### src/rtl/pdm_capture_ctrl.sv
// PDM capture sequencer: wakes the mic clock, samples the PDM stream on M_CLK
// rising strobes, and packs bits MSB-first into words behind a valid/ready register.
module pdm_capture_ctrl #(
  parameter int WORD_W     = 16,
  parameter int WAKE_EDGES = 25000
) (
  input  logic              clk,
  input  logic              rst_n,
  input  logic              start,
  input  logic              stop,
  input  logic              m_clk_rising,
  input  logic              pdm_data,
  output logic              gen_rst,
  output logic [WORD_W-1:0] word_data,
  output logic              word_valid,
  input  logic              word_ready,
  output logic              busy,
  output logic              capturing,
  output logic              overflow,
  input  logic              clr_overflow
);
  localparam int WCW = $clog2(WAKE_EDGES + 1);
  localparam int BCW = $clog2(WORD_W);

  typedef enum logic [1:0] {IDLE, WAKE, CAPTURE} state_t;

  state_t             state_q, state_d;
  logic [WCW-1:0]     wake_cnt_q, wake_cnt_d;
  logic [BCW-1:0]     bit_cnt_q, bit_cnt_d;
  logic [WORD_W-1:0]  shift_q, shift_d;
  logic               sync1_q, sync2_q;
  logic               gen_rst_q, gen_rst_d;
  logic [WORD_W-1:0]  word_data_q, word_data_d;
  logic               word_valid_q, word_valid_d;
  logic               busy_q, busy_d;
  logic               capturing_q, capturing_d;
  logic               overflow_q, overflow_d;

  logic               complete;
  logic [WORD_W-1:0]  new_word;

  assign new_word = {shift_q[WORD_W-2:0], sync2_q};

  always_comb begin
    state_d     = state_q;
    wake_cnt_d  = wake_cnt_q;
    bit_cnt_d   = bit_cnt_q;
    shift_d     = shift_q;
    complete    = 1'b0;
    case (state_q)
      IDLE: begin
        if (start && !stop) begin
          state_d    = WAKE;
          wake_cnt_d = '0;
        end
      end
      WAKE: begin
        if (stop) begin
          state_d    = IDLE;
          wake_cnt_d = '0;
        end else if (m_clk_rising) begin
          wake_cnt_d = wake_cnt_q + 1'b1;
          if (wake_cnt_q == WCW'(WAKE_EDGES - 1)) begin
            state_d   = CAPTURE;
            bit_cnt_d = '0;
            shift_d   = '0;
          end
        end
      end
      CAPTURE: begin
        if (m_clk_rising) begin
          shift_d = new_word;
          if (bit_cnt_q == BCW'(WORD_W - 1)) begin
            complete  = 1'b1;
            bit_cnt_d = '0;
          end else begin
            bit_cnt_d = bit_cnt_q + 1'b1;
          end
        end
        // A word completing on the stop strobe is still delivered below.
        if (stop) begin
          state_d    = IDLE;
          bit_cnt_d  = '0;
          shift_d    = '0;
          wake_cnt_d = '0;
        end
      end
      default: state_d = IDLE;
    endcase

    gen_rst_d   = (state_d == IDLE);
    busy_d      = (state_d != IDLE);
    capturing_d = (state_d == CAPTURE);

    word_data_d  = word_data_q;
    word_valid_d = word_valid_q;
    overflow_d   = overflow_q;
    if (clr_overflow) overflow_d = 1'b0;
    if (complete) begin
      if (!word_valid_q || word_ready) begin
        word_data_d  = new_word;
        word_valid_d = 1'b1;
      end else begin
        overflow_d = 1'b1;
      end
    end else if (word_valid_q && word_ready) begin
      word_valid_d = 1'b0;
    end
  end

  always_ff @(posedge clk or negedge rst_n) begin
    if (!rst_n) begin
      state_q      <= IDLE;
      wake_cnt_q   <= '0;
      bit_cnt_q    <= '0;
      shift_q      <= '0;
      sync1_q      <= 1'b0;
      sync2_q      <= 1'b0;
      gen_rst_q    <= 1'b1;
      word_data_q  <= '0;
      word_valid_q <= 1'b0;
      busy_q       <= 1'b0;
      capturing_q  <= 1'b0;
      overflow_q   <= 1'b0;
    end else begin
      state_q      <= state_d;
      wake_cnt_q   <= wake_cnt_d;
      bit_cnt_q    <= bit_cnt_d;
      shift_q      <= shift_d;
      sync1_q      <= pdm_data;
      sync2_q      <= sync1_q;
      gen_rst_q    <= gen_rst_d;
      word_data_q  <= word_data_d;
      word_valid_q <= word_valid_d;
      busy_q       <= busy_d;
      capturing_q  <= capturing_d;
      overflow_q   <= overflow_d;
    end
  end

  assign gen_rst    = gen_rst_q;
  assign word_data  = word_data_q;
  assign word_valid = word_valid_q;
  assign busy       = busy_q;
  assign capturing  = capturing_q;
  assign overflow   = overflow_q;
endmodule

### config.mk
export PLATFORM = sky130hd
export DESIGN_NAME = pdm_capture_ctrl
export DESIGN_NICKNAME = d
export VERILOG_FILES = /design/src/rtl/pdm_capture_ctrl.sv
export SDC_FILE = /design/constraint.sdc
export NUM_CORES = 1
export LEC_CHECK = 0
export CAP_MARGIN = 30
export CORE_MARGIN = 2
export CORE_UTILIZATION = 55
export DETAILED_ROUTE_END_ITERATION = 8
export GPL_TIMING_DRIVEN = 0
export HOLD_SLACK_MARGIN = 0.1
export PLACE_DENSITY = 0.75
export RECOVER_POWER = 100
export SLEW_MARGIN = 20
export SYNTH_ARGS = -nofsm -noshare
export SYNTH_HDL_FRONTEND = slang
export SYNTH_SLANG_ARGS = --single-unit
### constraint.sdc
create_clock -name clk -period 2.02 [get_ports clk]
set_input_delay 0.404 -clock clk [delete_from_list [all_inputs] [get_ports clk]]
set_output_delay 0.404 -clock clk [all_outputs]
set_load 0.03 [all_outputs]
==> summary by stage, run 1 <==
Timing
The worst clock skew on the final layout is approximately 6.2 ps. Setup repair after global routing left no endpoint under its margin. Setup violations remaining at the end of the flow were counted as 0. The relative slew slack is 0.613. The hold violation count in the final report is 0. Hold is met by 360 ps. The summed negative setup slack over all endpoints is 0 ps. The final max-slew violation count came to 0.

For the pin with the worst max-slew slack, the measured transition is roughly 580 ps. The post-route fraction of the period consumed by the critical path is 0.967. The minimum clock period is a little under 2000 ps.

The maximum achievable frequency is 512 MHz.

Min path
The worst min-delay path class is flop to flop. For hold timing, the worst endpoint is sync2_q. Along the worst hold path, the cell count comes to 0. The startpoint identified for the worst hold timing path is sync1_q.

Place
The sum of net half-perimeters after detailed placement is 3250 um. The final weighted congestion in routability-driven placement is slightly above 0.8. Port buffering added 26 buffers.

Critical path
For flop-to-flop paths, the worst setup slack is 110 ps. STA classifies the critical path endpoint as an output pin. Of all nets on the critical path, the largest fanout is 1. The critical path goes through dlygate4sd3_1.

The slowest stage of the critical path is the dlygate4sd3_1 cell. The start of the worst register-to-register path is state_q[0]. Broken down by cell family, the worst path's largest delay share belongs to buffers and inverters. The worst setup path is of the flop to output pin kind. The number of cells on the worst reg-to-reg path is 5.

In this run the critical register-to-register path is captured at word_data[10]. For the worst setup path, the data arrival time is ~1600 ps. The worst setup path is launched from a flop. Counting both buffers and inverters, the worst setup path holds a total of 1. For this run, the slowest stage of the critical path takes 720 ps.

For the worst setup path, the data required time is 1620 ps.

Synth
Synthesis produced a netlist with a net count of ~240. The number of enable-type register cells in the synthesized netlist is 0. The fraction of registers with async set or reset after synthesis is 1.00. The number of distinct library cells after synthesis is 49.

The dominant combinational cell family by area after synthesis is simple AND/OR/NAND/NOR gates. The most used flip-flop cell after synthesis is dfrtp_1. The cell area after technology mapping is 2680 sq um. Of the synthesized area, sequential elements account for 0.552. Measured against the total synthesized area, the mux share comes to 0.0674. The compound-cell area share of the yosys netlist is 0.162. Of the total synthesized cell area, the portion taken by XOR and XNOR cells is 0. Synthesis produced a netlist whose cell count is 227. The simple-gate portion of the synthesized area is 0.175. Synthesis inferred 59 register bits. A synthesized cell averages roughly 12 sq um. For this run, the number of Yosys warnings is 0.

The adder-cell share of the synthesized area is 0.00935.

Route
For this block, the routed nets add up to 4820 um of wire. For this run, design rule violations remaining after detail routing come to 0. The count of nets left with antenna violations once routing finished came out at 0. In the final routed layout, each cell accounts on average for 14.9 um. The first detailed-routing pass ran for 4 iterations. After detailed routing, the number of vias per cell comes to a little under 6. For this block, the via count after detailed routing is about 1,900. The violation count after the first detailed-route iteration is 123.

Pwr
The analysis attributes to cell leakage a power of 1.54 nW. Power spread over the standard cell area amounts to 730 nW/um^2. The largest vdd supply drop is 0.408 mV.

GRT
For this run, the total global-route usage over all layers was measured as 0.200. The first-pass GRT wire length is 8190 um. The largest net degree at the start of global routing is 37. The number of antenna violations at the first check in global routing is 0. The number of global-route vias before repair came to roughly 1,700.

The aggregate global routing overflow is 0.

Layout
The repair_antennas step left the layout with diodes totalling 0. Fill cells in the final layout number roughly 360. From synthesis to final layout, the design area changed by 20.1%. Of the cells placed in the final design, the portion with a size suffix greater than 1 is 0.200.

The net total in the final layout is 276.

Die
29 I/O pins were placed. The starting utilization of the core area is 0.570. In this run the core area contains 25 standard-cell rows.

The die is 73.7 um tall. The die is 73.7 um wide. The die covers 5440 sq um. The core region is around 4700 sq um.

CTS
TritonCTS created 9 clock buffers. The clock-pin transition on the worst setup and hold timing paths is ~60 ps. The root buffer cell is clkbuf_8.

CTS built an H-tree with a depth of 3. Clock tree synthesis found a total of 59 sinks. Counting along the longest clock path gives a buffer depth of 2. The TritonCTS clock tree is done.

For the worst-skew pair, the clock arrives at the later sink with an insertion delay of around 320 ps.

Status
The flow ran to the end, and the final reports show no timing, DRC or antenna violations.

Job
The total of max-cap violations is 0.
==> where the power goes <==
group	internal, mW	switching, mW	leakage [nW]	total (mW)
Clock	0.591	0.438	0.102	1.03
Combinational	0.0365	0.0765	0.633	0.113
Sequential	1.19	0.00864	0.808	1.20
==> stage by stage <==
step                      cells  cell area (sq um)  power [mW]  setup WS (ps)   util
final                       324               3210        2.34           67.2  0.685
after global routing        324               3210        2.44           2.10  0.685
after CTS                   324               3220        2.38           95.6  0.687
after detailed placement    308               3020        1.34          -96.8  0.644
after global placement      307               3000        1.34          -1270  0.640
after floorplan             227               2680        1.28            252      -
==> layer usage <==
| metal | vias to the layer above | wire length [um] | part of all wire | GRT usage |
|---|---|---|---|---|
| met4 | 0 | 64 | 0.013 | 0.0909 |
| li1 | 949 | - | - | - |
| met5 | - | 0 | 0 | 0 |
| met2 | 34 | 2080 | 0.43 | 0.267 |
| met1 | 915 | 2520 | 0.52 | 0.306 |
| met3 | 9 | 156 | 0.032 | 0.0466 |
==> final cells by class <==
| class | count | area [sq um] | share of cell area |
|---|---|---|---|
| sequential | 59 | 1480 | 0.460 |
| multi-input combinational | 151 | 1110 | 0.346 |
| timing repair buffer | 28 | 273 | 0.0849 |
| clock buffer | 10 | 138 | 0.0429 |
| buffer | 11 | 67.6 | 0.0210 |
| tap | 54 | 67.6 | 0.0210 |
| clock inverter | 5 | 53.8 | 0.0168 |
| inverter | 6 | 22.5 | 0.00701 |
==> Yosys cell counts, types with 2 or more instances <==
cell / number / area (sq um)
or3_1: 3 / 18.8
nor2_1: 4 / 15.0
o31ai_1: 7 / 52.6
mux2_2: 16 / 180
and4_1: 2 / 17.5
nand3_1: 10 / 50.1
inv_1: 6 / 22.5
o21ai_0: 15 / 75.1
nor2b_1: 2 / 12.5
a21oi_1: 14 / 70.1
and3_1: 4 / 25.0
buf_2: 6 / 30.0
and2_1: 2 / 12.5
nand2_1: 11 / 41.3
ha_1: 2 / 25.0
buf_6: 2 / 22.5
dfrtp_1: 58 / 1450
nor4bb_1: 2 / 20.0
a22o_1: 16 / 140
nor3_1: 2 / 10.0
nand4_1: 5 / 31.3
nand2b_1: 2 / 12.5
clkbuf_1: 2 / 7.51
a21o_1: 2 / 15.0
or4_1: 8 / 60.1
==> flip-flops by register name, indices dropped and copies added, names as in the netlist <==
signal      cells
sync2_q         1
state_q         2
word_data      16
gen_rst         1
wake_cnt_q     15
bit_cnt_q       4
sync1_q         1
capturing       1
word_valid      1
shift_q        15
overflow        1
busy            1
==> cells by family (layout without fill, tap and decap cells) <==
group | Yosys count | after routing
multiplexers | 16 | 16
buffers and inverters | 17 | 60
AO/OA/AOI/OAI | 62 | 62
flip-flops | 59 | 59
AND/OR/NAND/NOR | 71 | 71
adder cells (fa/ha/maj) | 2 | 2
==> worst max-delay path by stage <==
| stage | from | endpoint | slack [ps] | cells past startpoint |
|---|---|---|---|---|
| global route | state_q[0] | word_data[10] | 2 | 5 |
| floorplan | stop | bit_cnt_q[1] | 250 | 6 |
| CTS | state_q[0] | word_data[10] | 100 | 5 |
| detailed placement | start | wake_cnt_q[6] | -100 | 6 |
| finish | gen_rst | gen_rst | 70 | 1 |
| global placement | rst_n | word_data[6] | -1270 | 1 |
==> placed cells by master (no fill, tap or decap), types with 3 or more instances in the layout <==
cell / instances
o21ai_0: 15
nand4_1: 5
clkinv_2: 3
clkbuf_2: 3
buf_2: 4
o31ai_1: 7
clkdlybuf4s50_1: 3
a22o_1: 16
dlygate4sd3_1: 23
or4_1: 8
dfrtp_1: 58
and3_1: 4
clkbuf_8: 10
inv_1: 6
mux2_2: 16
nand2_1: 11
nor2_1: 4
a21oi_1: 14
nand3_1: 9
or3_1: 3
==> repair_timing <==
action | 4_1_cts | 5_1_grt
endpoints found under the hold margin | 23 | 0
hold buffers | 1 | 0
buffers inserted | 0 | 0
endpoints found under the setup margin | 0 | 1
gates resized for setup | 0 | 1
No activity file was read; power rests on OpenSTA's default activity.
==> run 2: changes to the inputs <==
--- a/config.mk
+++ b/config.mk
@@ -8,7 +8,9 @@
 export CAP_MARGIN = 30
 export CORE_MARGIN = 2
 export CORE_UTILIZATION = 55
+export CTS_CLUSTER_DIAMETER = 50
 export DETAILED_ROUTE_END_ITERATION = 8
+export GPL_ROUTABILITY_DRIVEN = 0
 export GPL_TIMING_DRIVEN = 0
 export HOLD_SLACK_MARGIN = 0.1
 export PLACE_DENSITY = 0.75
==> results of run 2 <==
Final layout, timing and power as in run 1 (identical DEF).
